--- config.mk ---
export PLATFORM = sky130hd
export DESIGN_NAME = uart_tx_cfg
export DESIGN_NICKNAME = d
export VERILOG_FILES = /design/src/rtl/uart_tx_cfg.sv
export SDC_FILE = /design/constraint.sdc
export NUM_CORES = 1
export LEC_CHECK = 0
export ABC_AREA = 1
export CORE_MARGIN = 5
export CORE_UTILIZATION = 40
export DETAILED_ROUTE_END_ITERATION = 8
export GPL_TIMING_DRIVEN = 0
export PLACE_DENSITY = 0.59
export SETUP_SLACK_MARGIN = 0.3
export SLEW_MARGIN = 25
export SYNTH_ARGS = -nofsm -noshare
export SYNTH_HDL_FRONTEND = slang
export SYNTH_SLANG_ARGS = --single-unit
--- constraint.sdc ---
create_clock -name clk_i -period 1.89 [get_ports clk_i]
set_input_delay 0.378 -clock clk_i [delete_from_list [all_inputs] [get_ports clk_i]]
set_output_delay 0.378 -clock clk_i [all_outputs]
set_load 0.1 [all_outputs]
--- src/rtl/uart_tx_cfg.sv ---
// Configurable UART transmitter: compile-time frame format, run-time bit period latched per frame.
// state   | meaning
// S_IDLE  | line high, ready for a word
// S_START | start bit (low)
// S_DATA  | data bits, LSB first
// S_PAR   | parity bit
// S_STOP  | stop bit(s), high
module uart_tx_cfg #(
  parameter int DATA_W           = 8,
  parameter int PARITY           = 0,
  parameter int STOP_BITS        = 1,
  parameter int PRESCALE_W       = 16,
  parameter int DEFAULT_PRESCALE = 434
) (
  input  logic                  clk_i,
  input  logic                  rst_ni,
  input  logic [DATA_W-1:0]     data_i,
  input  logic                  valid_i,
  output logic                  ready_o,
  input  logic [PRESCALE_W-1:0] prescale_i,
  output logic                  tx_o,
  output logic                  busy_o,
  output logic                  done_o
);

  typedef enum logic [2:0] {S_IDLE, S_START, S_DATA, S_PAR, S_STOP} state_t;

  localparam logic [3:0] LAST_IDX  = 4'(DATA_W - 1);
  localparam logic [3:0] LAST_STOP = 4'(STOP_BITS - 1);

  state_t                state;
  logic [PRESCALE_W-1:0] period;
  logic [PRESCALE_W-1:0] cnt;
  logic [PRESCALE_W-1:0] p_eff;
  logic [3:0]            idx;
  logic [DATA_W-1:0]     shreg;
  logic                  par_bit;

  assign p_eff   = (prescale_i == '0) ? PRESCALE_W'(DEFAULT_PRESCALE) : prescale_i;
  assign ready_o = (state == S_IDLE);

  // idx counts data bits in S_DATA and stop bits in S_STOP
  always_ff @(posedge clk_i or negedge rst_ni) begin
    if (!rst_ni) begin
      state   <= S_IDLE;
      tx_o    <= 1'b1;
      busy_o  <= 1'b0;
      done_o  <= 1'b0;
      period  <= '0;
      cnt     <= '0;
      idx     <= '0;
      shreg   <= '0;
      par_bit <= 1'b0;
    end else begin
      done_o <= 1'b0;
      case (state)
        S_IDLE: begin
          if (valid_i) begin
            shreg   <= data_i;
            period  <= p_eff;
            cnt     <= p_eff - PRESCALE_W'(1);
            par_bit <= (PARITY == 1) ? ~^data_i : ^data_i;
            idx     <= '0;
            tx_o    <= 1'b0;
            busy_o  <= 1'b1;
            state   <= S_START;
          end
        end
        S_START: begin
          if (cnt == '0) begin
            cnt   <= period - PRESCALE_W'(1);
            tx_o  <= shreg[0];
            state <= S_DATA;
          end else begin
            cnt <= cnt - PRESCALE_W'(1);
          end
        end
        S_DATA: begin
          if (cnt == '0) begin
            cnt <= period - PRESCALE_W'(1);
            if (idx == LAST_IDX) begin
              idx <= '0;
              if (PARITY != 0) begin
                tx_o  <= par_bit;
                state <= S_PAR;
              end else begin
                tx_o  <= 1'b1;
                state <= S_STOP;
              end
            end else begin
              idx   <= idx + 4'd1;
              shreg <= shreg >> 1;
              tx_o  <= shreg[1];
            end
          end else begin
            cnt <= cnt - PRESCALE_W'(1);
          end
        end
        S_PAR: begin
          if (cnt == '0) begin
            cnt   <= period - PRESCALE_W'(1);
            tx_o  <= 1'b1;
            state <= S_STOP;
          end else begin
            cnt <= cnt - PRESCALE_W'(1);
          end
        end
        S_STOP: begin
          if (cnt == '0) begin
            if (idx == LAST_STOP) begin
              idx    <= '0;
              busy_o <= 1'b0;
              done_o <= 1'b1;
              state  <= S_IDLE;
            end else begin
              idx <= idx + 4'd1;
              cnt <= period - PRESCALE_W'(1);
            end
          end else begin
            cnt <= cnt - PRESCALE_W'(1);
          end
        end
        default: state <= S_IDLE;
      endcase
    end
  end

endmodule

==> out/results.txt, run 1 <==
Area contributors post-synth = dfrtp_1 (39%), nand2_1 (13%), nand3_1 (9.0%), inv_1 (7.9%), o21ai_0 (6.1%)
Die W = 98.3 um
footprint of the multi-input gates = 2090 um2
grt total ovfl = 0
synthesized area per cell = 7.05 um2
failing checks = setup timing
final setup vio count = 22
sw frac = 46.1%
Synth Warn # = 0
Max Slew Vio Count = 0
Distinct cells, synth = 33
#FFs+latches synth = 50
drt wl/cell = 15.9 um
Syn-to-layout area delta = 61.5%
Placed Area = 3630 um2
first-pass GRT wire length = 15500 um
critical path class = reg -> reg
Syn Inst Count = 442
worst slew pin tran = 0.673 ns
Critical Path End Type = flip-flop
Reg clk slew, reported paths = 0.11 ns
type of the tightest min-delay check = in -> async
Ports = 31
worst endpoint required time = 2.14 ns
routability cong. = 0.814
hold-fix buffers at CTS = 0
total CTS buffers = 5
largest area contributor in the netlist = dfrtp_1
Design Area, Final = 5030 um2
Die Y = 98.3 um
power per cell area = 1870 nW/um2
commonest non-fill, non-tap cells in the layout = nand2_1 (78), inv_1 (57), buf_4 (51)
hold slack = 0.0838 ns
layout cells sized above 1 = 42.4%
max frequency = 472 MHz
largest net degree at the start of global routing = 51
P_int = 5.07 mW
CTS Root Cell = clkbuf_8
Max IR drop VDD = 731 uV
P_sw = 4.34 mW
dpl hpwl = 5870 um
Initial Util = 40.8%
startpoint class of the critical path = flip-flop
# rows = 32
combinational power share = 70.7%
sequential share of power = 20.6%
CTS tree = done
DRC Markers = 0
H-tree levels = 2
final wirelength = 10400 um
Slew headroom = 55.1%
die area = 9660 um2
worst setup margin = -0.229 ns
status = finished, violations left
dpl cells = 574
total power = 9.40 mW
# diodes = 0
CTS sink count = 50
initial antenna violation count = 0
clock tree buffer depth = 2
total negative slack = -2.75 ns
drt via density = 5.16
post-synthesis instance area = 3120 um2
Clock power frac = 8.7%
RSZ-0062 raised after global routing = yes
sequential share of the synthesized area = 40.2%
Sequential Area = 1250 um2
Vias = 3388
DRT iter0 DRCs = 117
GRT Overall Usage = 19.6%
Port Buf Inserts = 30
Yosys top cell area share = 39.3%
clk_lat worst skew = 0.32 ns
Placeable Area = 7650 um2
fin nets = 583
Worst Clk Skew = 0.0126 ns
critical path fanouts, max = 6
max cap viols = 0
commonest non-fill, non-tap cell in the layout = nand2_1
drt first pass iters = 4
final hold violation count = 0
Arr. time, crit path = 2.37 ns
Leak = 2.39 nW
net count after synthesis = 472
Filler Cells Inserted = 631
fin crit period = 2.12 ns
final cell count without fillers = 656
Final Cycle Share = 112%
Antenna Violating Nets Remaining = 0
vias in the first global route = 3217
-- power groups by stage --
stage / logic, mW / registers [mW] / clock network, mW
after floorplan: 2.85 / 1.88 / 0
after global placement: 3.56 / 1.92 / 0
after detailed placement: 3.63 / 1.92 / 0
after CTS: 5.12 / 1.88 / 0.839
after global routing: 7.22 / 1.99 / 0.891
final: 6.65 / 1.93 / 0.821
-- metrics by stage --
| stage | setup slack, ns | util, % |
|---|---|---|
| finish | -0.229 | 65.8 |
| CTS | -0.187 | 57.5 |
| floorplan | -0.126 | - |
| global placement | -1.21 | 47.5 |
| global route | -0.356 | 65.8 |
| detailed placement | -0.758 | 47.5 |
-- cell families (layout without fill, tap and decap cells) --
kind of cell               after synthesis  after routing  synth area share, %
AOI/OAI and AO/OA                       63             63                 11.3
xor gates and xnor gates                 6              6                 1.69
DFF                                     50             50                 40.2
buffers and inverters                   84            196                 11.1
adders and majority gates                3              3                 1.20
and+or+nand+nor                        236            236                 34.6
-- flip-flops by register name, indices dropped and copies added, names as in the netlist --
| signal | count |
|---|---|
| busy_o | 1 |
| cnt | 16 |
| shreg | 8 |
| period | 16 |
| tx_o | 1 |
| idx | 4 |
| state | 3 |
| done_o | 1 |
-- final timing paths --
path	startpoint	end	slack (ns)	cells past startpoint
setup / recovery	state[0]	cnt[13]	-0.23	15
hold / removal	rst_ni	shreg[4]	0.08	1
setup reg to reg	state[0]	cnt[13]	-0.23	15
hold reg to reg	tx_o	tx_o	0.50	2
max in group asynchronous	rst_ni	state[2]	1.32	1
min in group clk_i	prescale_i[8]	period[8]	0.43	3
-- cell type report --
type,count,share of cell area (%)
Multi-Input combinational cell,308,41.4
Sequential cell,50,24.9
Timing Repair Buffer,104,20.2
Inverter,72,5.96
Buffer,12,2.63
Tap cell,102,2.53
Clock buffer,5,1.37
Clock inverter,3,0.969
-- per-layer routing --
layer | vias up | share of wire, % | wire, um | GRT usage (%)
li1 | 1626 | - | - | -
met1 | 1623 | 43 | 4510 | 25.9
met2 | 107 | 49 | 5100 | 32.7
met3 | 32 | 4.3 | 452 | 3.93
met4 | 0 | 3.3 | 346 | 5.57
met5 | - | 0 | 0 | 0
-- what timing repair did --
item                       CTS  global route
setup endpoints to repair   43            47
buffers inserted            40            30
pin swaps                   28            32
cloned                       3             1
gates resized for setup    100           127
-- synth_stat cells --
library cell and instances:
a21oi_1 5, a22oi_1 1, a31oi_1 1, buf_2 3
buf_4 3, buf_6 2, clkbuf_1 4, clkinv_2 1
dfrtp_1 49, dfstp_2 1, ha_1 3, inv_1 66
inv_2 5, nand2_1 110, nand2_2 11, nand3_1 56
nand3_2 3, nand3_4 1, nand3b_1 4, nand4_1 2
nor2_1 36, nor2_2 8, nor2_4 2, nor3_1 2
nor3b_1 1, o211ai_1 5, o21a_1 4, o21ai_0 38
o21ai_1 6, o21ai_2 2, o31ai_1 1, xnor2_1 4
xor2_1 2
-- worst max-delay path, stage by stage, from the launching register on --
cell and delay, ns:
dfrtp_1 0.43, nor2_4 0.17, inv_4 0.07, nor2_4 0.10, inv_2 0.05, nand2_2 0.09, buf_6 0.13, buf_4 0.12
nand3_4 0.08, nand2_4 0.14, nand2_4 0.07, nor2_4 0.17, nand2_4 0.10, o21ai_1 0.18, nand3_2 0.07, nand2_1 0.07
(Power assumes the default switching activity.)
==> inputs of run 2 (changes only) <==
- CAP_MARGIN: not set -> 20
==> results of run 2 <==
Final layout, timing and power as in run 1 (identical DEF).
